### config.mk
export PLATFORM = sky130hd
export DESIGN_NAME = logic_unit_pipe
export DESIGN_NICKNAME = d
export VERILOG_FILES = /design/src/rtl/logic_unit_pkg.sv /design/src/rtl/logic_unit_core.sv /design/src/rtl/logic_unit_pipe.sv
export SDC_FILE = /design/constraint.sdc
export NUM_CORES = 1
export LEC_CHECK = 0
export CAP_MARGIN = 10
export CORE_UTILIZATION = 55
export CTS_CLUSTER_DIAMETER = 80
export DETAILED_ROUTE_END_ITERATION = 7
export HOLD_SLACK_MARGIN = 0.02
export MAX_ROUTING_LAYER = met4
export PLACE_DENSITY = 0.76
export SYNTH_ARGS = -nofsm -noshare
export SYNTH_HDL_FRONTEND = slang
export SYNTH_SLANG_ARGS = --single-unit
### constraint.sdc
create_clock -name CLK -period 5.3 [get_ports CLK]
set_clock_uncertainty 0.2 [all_clocks]
set_input_delay 0.795 -clock CLK [delete_from_list [all_inputs] [get_ports CLK]]
set_output_delay 0.795 -clock CLK [all_outputs]
set_load 0.03 [all_outputs]
### src/rtl/logic_unit_pkg.sv
// -----------------------------------------------------------------------------
// logic_unit_pkg
//
// Shared definitions for the pipelined logic unit and any future unit that
// reuses the combinational core (e.g. the vector unit).
//
// Contents:
//   - Default width constants for data, function select and debug counter.
//   - Function-select encodings FUN_AND .. FUN_SHR.
//   - shamt_width(): number of b bits used as the shift amount.
// -----------------------------------------------------------------------------
package logic_unit_pkg;

    // Default widths.
    localparam int DATA_WIDTH_DEFAULT    = 16;
    localparam int ALU_FUN_WIDTH_DEFAULT = 3;
    localparam int CNT_WIDTH_DEFAULT     = 8;

    // Function-select encodings. The encoding is fixed at three bits.
    localparam logic [2:0] FUN_AND  = 3'b000;
    localparam logic [2:0] FUN_OR   = 3'b001;
    localparam logic [2:0] FUN_NAND = 3'b010;
    localparam logic [2:0] FUN_NOR  = 3'b011;
    localparam logic [2:0] FUN_XOR  = 3'b100;
    localparam logic [2:0] FUN_XNOR = 3'b101;
    localparam logic [2:0] FUN_SHL  = 3'b110;
    localparam logic [2:0] FUN_SHR  = 3'b111;

    // Width of the shift-amount field taken from the low bits of b.
    // A 1-bit datapath still needs a 1-bit field so the slice stays legal.
    function automatic int shamt_width(input int width);
        return (width > 1) ? $clog2(width) : 1;
    endfunction

endpackage

### src/rtl/logic_unit_core.sv
// -----------------------------------------------------------------------------
// logic_unit_core
//
// Purely combinational bitwise / shift function block. Holds no state so it
// can be dropped between any pair of pipeline registers.
//
// Ports:
//   a      [DATA_WIDTH-1:0]     operand A
//   b      [DATA_WIDTH-1:0]     operand B; low shamt_width() bits are the
//                               shift amount for shift functions
//   fun    [ALU_FUN_WIDTH-1:0]  function select (FUN_* encodings)
//   result [DATA_WIDTH-1:0]     function result, exactly DATA_WIDTH bits
// -----------------------------------------------------------------------------
module logic_unit_core
    import logic_unit_pkg::*;
#(
    parameter int DATA_WIDTH    = DATA_WIDTH_DEFAULT,
    parameter int ALU_FUN_WIDTH = ALU_FUN_WIDTH_DEFAULT
) (
    input  logic [DATA_WIDTH-1:0]    a,
    input  logic [DATA_WIDTH-1:0]    b,
    input  logic [ALU_FUN_WIDTH-1:0] fun,
    output logic [DATA_WIDTH-1:0]    result
);

    localparam int SHW = shamt_width(DATA_WIDTH);

    // Upper bits of b do not take part in shifts.
    logic [SHW-1:0] shamt;
    assign shamt = b[SHW-1:0];

    always_comb begin
        result = '0;
        case (fun)
            FUN_AND:  result = a & b;
            FUN_OR:   result = a | b;
            FUN_NAND: result = ~(a & b);
            FUN_NOR:  result = ~(a | b);
            FUN_XOR:  result = a ^ b;
            FUN_XNOR: result = ~(a ^ b);
            FUN_SHL:  result = a << shamt;   // logical, zero-fill
            FUN_SHR:  result = a >> shamt;   // logical, zero-fill
            default:  result = '0;
        endcase
    end

endmodule

### src/rtl/logic_unit_pipe.sv
// -----------------------------------------------------------------------------
// logic_unit_pipe
//
// Two-stage pipelined logic unit with valid/ready handshaking on both sides,
// a registered zero flag and a wrap-around completed-operation counter.
//
//   S1: operand register (a, b, function) with valid bit v1
//   S2: result register (Logic_OUT, Zero_Flag) with valid bit v2
//
// Ports:
//   CLK           clock, all state changes on the rising edge
//   RST           asynchronous active-low reset
//   a, b          operands [DATA_WIDTH-1:0]
//   ALU_FUN       function select [ALU_FUN_WIDTH-1:0]
//   Logic_Enable  input valid
//   In_Ready      block can accept an operation this cycle
//   Logic_OUT     registered result [DATA_WIDTH-1:0]
//   Logic_Flag    output valid
//   Out_Ready     downstream accepts Logic_OUT this cycle
//   Zero_Flag     Logic_OUT == 0, qualified by Logic_Flag
//   Cnt_Clr       synchronous clear of Op_Count (wins over an increment)
//   Op_Count      output handshakes since reset/clear, modulo 2^CNT_WIDTH
// -----------------------------------------------------------------------------
module logic_unit_pipe
    import logic_unit_pkg::*;
#(
    parameter int DATA_WIDTH    = DATA_WIDTH_DEFAULT,
    parameter int ALU_FUN_WIDTH = ALU_FUN_WIDTH_DEFAULT,
    parameter int CNT_WIDTH     = CNT_WIDTH_DEFAULT
) (
    input  logic                     CLK,
    input  logic                     RST,
    input  logic [DATA_WIDTH-1:0]    a,
    input  logic [DATA_WIDTH-1:0]    b,
    input  logic [ALU_FUN_WIDTH-1:0] ALU_FUN,
    input  logic                     Logic_Enable,
    output logic                     In_Ready,
    output logic [DATA_WIDTH-1:0]    Logic_OUT,
    output logic                     Logic_Flag,
    input  logic                     Out_Ready,
    output logic                     Zero_Flag,
    input  logic                     Cnt_Clr,
    output logic [CNT_WIDTH-1:0]     Op_Count
);

    localparam logic [CNT_WIDTH-1:0] CNT_ONE = 1;

    // ---------------------------------------------------------------------
    // State
    // ---------------------------------------------------------------------
    // S1 operand register
    logic [DATA_WIDTH-1:0]    a_q, a_d;
    logic [DATA_WIDTH-1:0]    b_q, b_d;
    logic [ALU_FUN_WIDTH-1:0] fun_q, fun_d;
    logic                     v1_q, v1_d;

    // S2 result register
    logic [DATA_WIDTH-1:0]    out_q, out_d;
    logic                     zero_q, zero_d;
    logic                     v2_q, v2_d;

    // Completed-operation counter
    logic [CNT_WIDTH-1:0]     cnt_q, cnt_d;

    // ---------------------------------------------------------------------
    // Handshake control
    // ---------------------------------------------------------------------
    logic adv1;     // S1 may load this cycle
    logic adv2;     // S2 may load this cycle
    logic out_hs;   // output handshake this cycle

    // Derived only from state and Out_Ready so that In_Ready never depends
    // combinationally on Logic_Enable.
    always_comb begin
        adv2   = !v2_q || Out_Ready;
        adv1   = !v1_q || adv2;
        out_hs = v2_q && Out_Ready;
    end

    // ---------------------------------------------------------------------
    // Function core between S1 and S2
    // ---------------------------------------------------------------------
    logic [DATA_WIDTH-1:0] core_result;

    logic_unit_core #(
        .DATA_WIDTH    (DATA_WIDTH),
        .ALU_FUN_WIDTH (ALU_FUN_WIDTH)
    ) u_core (
        .a      (a_q),
        .b      (b_q),
        .fun    (fun_q),
        .result (core_result)
    );

    // ---------------------------------------------------------------------
    // S1 next state
    // ---------------------------------------------------------------------
    // Operands are only captured on an accepted operation, so ALU_FUN or
    // operand changes while stalled have no effect.
    always_comb begin
        a_d   = a_q;
        b_d   = b_q;
        fun_d = fun_q;
        v1_d  = v1_q;
        if (adv1) begin
            v1_d = Logic_Enable;
            if (Logic_Enable) begin
                a_d   = a;
                b_d   = b;
                fun_d = ALU_FUN;
            end
        end
    end

    // ---------------------------------------------------------------------
    // S2 next state
    // ---------------------------------------------------------------------
    // A bubble moving into S2 clears the valid bit but leaves the result
    // and zero flag at their last values.
    always_comb begin
        out_d  = out_q;
        zero_d = zero_q;
        v2_d   = v2_q;
        if (adv2) begin
            v2_d = v1_q;
            if (v1_q) begin
                out_d  = core_result;
                zero_d = (core_result == '0);
            end
        end
    end

    // ---------------------------------------------------------------------
    // Counter next state
    // ---------------------------------------------------------------------
    always_comb begin
        cnt_d = cnt_q;
        if (Cnt_Clr) begin
            cnt_d = '0;
        end else if (out_hs) begin
            cnt_d = cnt_q + CNT_ONE;    // wraps naturally at 2^CNT_WIDTH
        end
    end

    // ---------------------------------------------------------------------
    // Registers
    // ---------------------------------------------------------------------
    always_ff @(posedge CLK or negedge RST) begin
        if (!RST) begin
            a_q    <= '0;
            b_q    <= '0;
            fun_q  <= '0;
            v1_q   <= 1'b0;
            out_q  <= '0;
            zero_q <= 1'b0;
            v2_q   <= 1'b0;
            cnt_q  <= '0;
        end else begin
            a_q    <= a_d;
            b_q    <= b_d;
            fun_q  <= fun_d;
            v1_q   <= v1_d;
            out_q  <= out_d;
            zero_q <= zero_d;
            v2_q   <= v2_d;
            cnt_q  <= cnt_d;
        end
    end

    // ---------------------------------------------------------------------
    // Outputs
    // ---------------------------------------------------------------------
    assign In_Ready   = adv1;
    assign Logic_OUT  = out_q;
    assign Logic_Flag = v2_q;
    assign Zero_Flag  = zero_q;
    assign Op_Count   = cnt_q;

endmodule

==> results.cfg, run 1 <==
[run_status]
status = finished clean

[sta]
hold_violations = 0
setup_viol = 0
final.period_utilization_pct = 65.1
holdWs_ns = 0.299
worst_slew_pin_slew_ns = 1.11
drv_slew = 0
slew_headroom_pct = 25.8
fmax_mhz = 290
post-route-min-period_ns = 3.45
rsz0062_at_grt = no
tns_ns = 0

[global_routing]
antenna_found_initial = 0
grt_pass1_vias = 4463
grt.overflow.total = 0
grt_pass1_wl_um = 24200
grtUsageTotal_pct = 32.8
grt_start_max_net_pins = 63

[yosys]
ys_async_sr_fraction_pct = 100
yosysTopAreaCellShare_pct = 29.4
yosysMostFrequentCell = dfrtp_1
ys_warn_count = 0
netlist_area_um2 = 5280
yosysSeqAreaShare_pct = 29.4
synth_commonest_cells = dfrtp_1, mux2_2, nand2_1, ha_1, inv_1
syn_area_per_cell_um2 = 9.87
netlist_instances = 535
ys_types = 64
syn_nets = 610
synth_seq_cells = 62
synthFlopType = dfrtp_1
synth-edff-count = 0
synthTopCellsByArea = dfrtp_1, mux2_2, ha_1, mux4_2, mux2i_1
yosys.area.top_type = dfrtp_1

[pwr]
leakagePower_nw = 2.57
ir_drop_uv = 194
powerDensity_nw_per_um2 = 356
power.total_mw = 2.18

[route]
drt-total-wl_um = 15000
via_count = 4511
ant_nets = 0
routed_via_density = 6.34
drt_iter0_markers = 369
dr.pass1.iters = 5
drcViolationCount = 0
wl_per_cell_um = 21.2

[placement]
globalplace.congestion = 1.00
port_buffers = 66
dpl.hpwl_um = 10800

[cts]
clockBufferDepth = 2
tritoncts = built
htreeDepth = 3
postCtsSetupBuffers = 0
clk_latency_ns = 0.36
postCtsHoldBufs = 0
cts_buffers = 9
postCtsResizedCells = 0
cts.clk_slew.worst_paths_ns = 0.08
clock_sinks = 62
cts_root_buf = clkbuf_8

[critical_path]
crit_start = b_q[1]
reg2reg_from = b_q[1]
worstPathRequired_ns = 5.38
crit_fanout = 48
endpoint = Zero_Flag
r2r_end = Zero_Flag
critPathArrivalTime_ns = 3.53
end_kind = flip-flop
cp-start-kind = flip-flop
rrSetupSlack_ns = 1.85
r2r_cells = 9
critPathKind = flip-flop to flip-flop

[die]
die_w_um = 100
rows = 35
die_h_um = 100
ioPinCount = 67
core_area_um2 = 9280
initial_core_util_pct = 56.9
fp.dieArea_um2 = 10000

[layout]
syn_to_final_growth_pct = 15.7
num-fill-cells = 788
n_antenna_cell = 0
drive_gt1_share_pct = 18.4
layout.nets = 652

[flow_run]
drv_cap = 0

[min_path]
hold_depth = 2
hold_class = flip-flop to flip-flop
==> power breakdown <==
group / total [mW] / leakage (nW) / internal, mW / switching (mW)
logic: 1.07 / 1.73 / 0.508 / 0.561
clock network: 0.391 / 0.0894 / 0.170 / 0.221
registers: 0.716 / 0.747 / 0.570 / 0.147
total: 2.18 / 2.57 / 1.25 / 0.928
==> kinds of logic after synthesis <==
group / synth area share (%)
AO/OA/AOI/OAI: 16.6
XOR/XNOR: 1.66
adder cells (fa/ha/maj): 8.29
buffers and inverters: 6.80
flip-flops: 29.4
multiplexers: 25.5
AND/OR/NAND/NOR: 11.8
==> metrics by stage <==
step / setup slack (ns) / cells / instance area [um2] / utilization, %
final: 1.85 / 711 / 6110 / 65.8
after global routing: 1.58 / 711 / 6110 / 65.8
after CTS: 1.84 / 711 / 6110 / 65.8
after detailed placement: 1.83 / 695 / 5930 / 63.9
after global placement: 1.90 / 695 / 5930 / 63.9
after floorplan: 2.33 / 535 / 5280 / -
==> registers in the layout, summed over array words and instances (netlist names) <==
name	cells
Op_Count	8
fun_q	3
Zero_Flag	1
Logic_OUT	16
a_q	16
b_q	16
v1_q	1
Logic_Flag	1
==> layer usage <==
layer	global-route usage (%)	part of all wire [%]	vias up
met5	-	0	-
met4	13.3	2.7	0
met3	3.76	6.3	31
met2	53.5	49	180
met1	41.9	42	2234
li1	-	-	2066
==> cells in the final DEF, fill, tap and decap left out, types with 17 or more instances in the layout <==
cell / count
a21oi_1: 23
clkdlybuf4s50_1: 65
dfrtp_1: 61
ha_1: 35
inv_1: 35
mux2_2: 55
mux2i_1: 24
mux4_2: 17
nand2_1: 39
nor2_1: 26
o21ai_0: 26
==> worst max-delay path: stages (launching register included) <==
cell	delay, ns
dfrtp_2	1.10
inv_1	0.11
ha_1	0.31
nor2b_1	0.13
xnor2_1	0.15
o221ai_1	0.13
o311a_1	0.14
or3_1	0.37
or4_4	0.49
o31ai_2	0.21
==> worst min path at each step <==
stage | from | to | slack, ns
after global routing | Logic_OUT[3] | Logic_OUT[3] | 0.33
final | Logic_OUT[6] | Logic_OUT[6] | 0.30
after CTS | Logic_OUT[6] | Logic_OUT[6] | 0.30
after detailed placement | Logic_OUT[6] | Logic_OUT[6] | 0.28
after floorplan | v1_q | Logic_Flag | 0.26
after global placement | Logic_OUT[6] | Logic_OUT[6] | 0.28
==> cell type report <==
type,instances,area (um2),area share [%]
timing repair buffer,74,716,11.7
clock inverter,7,48.8,0.799
clock buffer,9,124,2.03
tap,129,161,2.64
inverter,36,135,2.21
sequential,62,1550,25.4
multi-input combinational,394,3370,55.2
No activity file was read; power rests on OpenSTA's default activity.
==> inputs of run 2 (changes only) <==
==> constraint.sdc (replaced) <==
create_clock -name CLK -period 3.4 [get_ports CLK]
set_clock_uncertainty 0.2 [all_clocks]
set_input_delay 0.51 -clock CLK [delete_from_list [all_inputs] [get_ports CLK]]
set_output_delay 0.51 -clock CLK [all_outputs]
set_load 0.03 [all_outputs]
==> results.cfg, run 2 (synthesis results as in run 1) <==
[route]
dr.pass1.iters = 5
drcViolationCount = 0
via_count = 4639
routed_via_density = 6.43
ant_nets = 0
drt-total-wl_um = 15200
wl_per_cell_um = 21.1
drt_iter0_markers = 393

[layout]
layout.nets = 663
drive_gt1_share_pct = 19.7
mostFrequentLayoutCell = clkdlybuf4s50_1
n_antenna_cell = 0
syn_to_final_growth_pct = 17.5
layout.cells.most_common_list = clkdlybuf4s50_1, dfrtp_1, mux2_2
num-fill-cells = 789

[run_status]
status = finished clean

[cts]
clk_latency_ns = 0.35
cts_buffers = 9
postCtsResizedCells = 0
clock_sinks = 62
clockBufferDepth = 2
tritoncts = built
htreeDepth = 3
cts_root_buf = clkbuf_8
cts.clk_slew.worst_paths_ns = 0.07

[global_routing]
grt_pass1_vias = 4528
grt_start_max_net_pins = 48
grt.overflow.total = 0
antenna_found_initial = 0
grtUsageTotal_pct = 33.3
grt_pass1_wl_um = 24600

[critical_path]
cp_top_family = compound AO/OA/AOI/OAI gates
reg2reg_from = fun_q[2]
crit_start = fun_q[2]
r2r_end = Zero_Flag
crit_chain = buf_4, inv_1, a2bb2oi_1, o221ai_1, a41oi_1, or4_4, o31ai_2
critPathArrivalTime_ns = 3.02
rrSetupSlack_ns = 0.43
worst_path_max_delay_cell = dfrtp_1
cp_slowest_stage_delay_ns = 0.63
crit_fanout = 20
endpoint = Zero_Flag
path_depth = 7
cp-start-kind = flip-flop
path_buf_inv = 2
critPathKind = flip-flop to flip-flop
worstPathRequired_ns = 3.46
r2r_cells = 7
end_kind = flip-flop

[min_path]
hold_start = Logic_OUT[14]
hold_class = flip-flop to flip-flop

[placement]
dpl.hpwl_um = 11400
port_buffers = 66
globalplace.congestion = 1.03

[sta]
slew_headroom_pct = 60.4
setup_viol = 0
post-route-min-period_ns = 2.97
hold_violations = 0
fmax_mhz = 337
worst_slew_pin_slew_ns = 0.590
drv_slew = 0
final.period_utilization_pct = 87.2
rsz0062_at_grt = no
tns_ns = 0
holdWs_ns = 0.284

[pwr]
powerDensity_nw_per_um2 = 551
ir_drop_uv = 242
leakagePower_nw = 2.62

[die]
initial_core_util_pct = 56.9
die_h_um = 100
fp.dieArea_um2 = 10000
rows = 35
core_area_um2 = 9280
die_w_um = 100
ioPinCount = 67

[flow_run]
drv_cap = 0
run 2: area by class of cell:
type / instances / area [um2] / share of cell area (%)
Tap cell: 129 / 161 / 2.60
Multi-Input combinational cell: 394 / 3370 / 54.3
Clock buffer: 9 / 124 / 2.00
Inverter: 36 / 135 / 2.18
Timing Repair Buffer: 85 / 813 / 13.1
Sequential cell: 62 / 1550 / 25.0
Clock inverter: 7 / 50.0 / 0.806
run 2: worst min path at each step:
stage | endpoint | depth (start not counted)
after global routing | Logic_OUT[12] | 1
after floorplan | Logic_Flag | 0
after global placement | Logic_OUT[6] | 2
final | Logic_OUT[14] | 2
after detailed placement | Logic_OUT[14] | 2
after CTS | Logic_OUT[14] | 2
run 2: through the flow:
step | utilization, % | power, mW | setup WS, ns | area (um2) | std cells
final | 66.8 | 3.42 | 0.435 | 6210 | 722
after global routing | 66.8 | 3.62 | 0.309 | 6210 | 722
after CTS | 66.8 | 3.42 | 0.470 | 6210 | 722
after detailed placement | 64.9 | 2.81 | 0.491 | 6020 | 705
after global placement | 64.9 | 2.79 | 0.569 | 6020 | 705
after floorplan | - | 2.23 | 0.428 | 5280 | 535
run 2: timing repair:
| action | CTS | global route |
|---|---|---|
| hold buffers | 1 | 0 |
| setup buffers | 0 | 0 |
| hold endpoints to repair | 18 | 0 |
run 2: worst register-to-register path, stage by stage (launching register included):
cell and delay [ns]:
dfrtp_1 0.63, buf_4 0.30, inv_1 0.30, a2bb2oi_1 0.23, o221ai_1 0.22, a41oi_1 0.30, or4_4 0.49, o31ai_2 0.21
run 2: routing by layer:
layer	global-route usage [%]	up-vias	part of all wire, %
met4	17.1	0	4.6
met5	-	-	0
li1	-	2091	-
met3	6.13	56	8.0
met2	50.3	258	46
met1	42.9	2234	41
run 2: report_power, final:
group	internal [mW]	total, mW	switching (mW)
sequential	0.889	1.08	0.192
clock	0.266	0.595	0.328
combinational	0.816	1.74	0.928
total	1.97	3.42	1.45
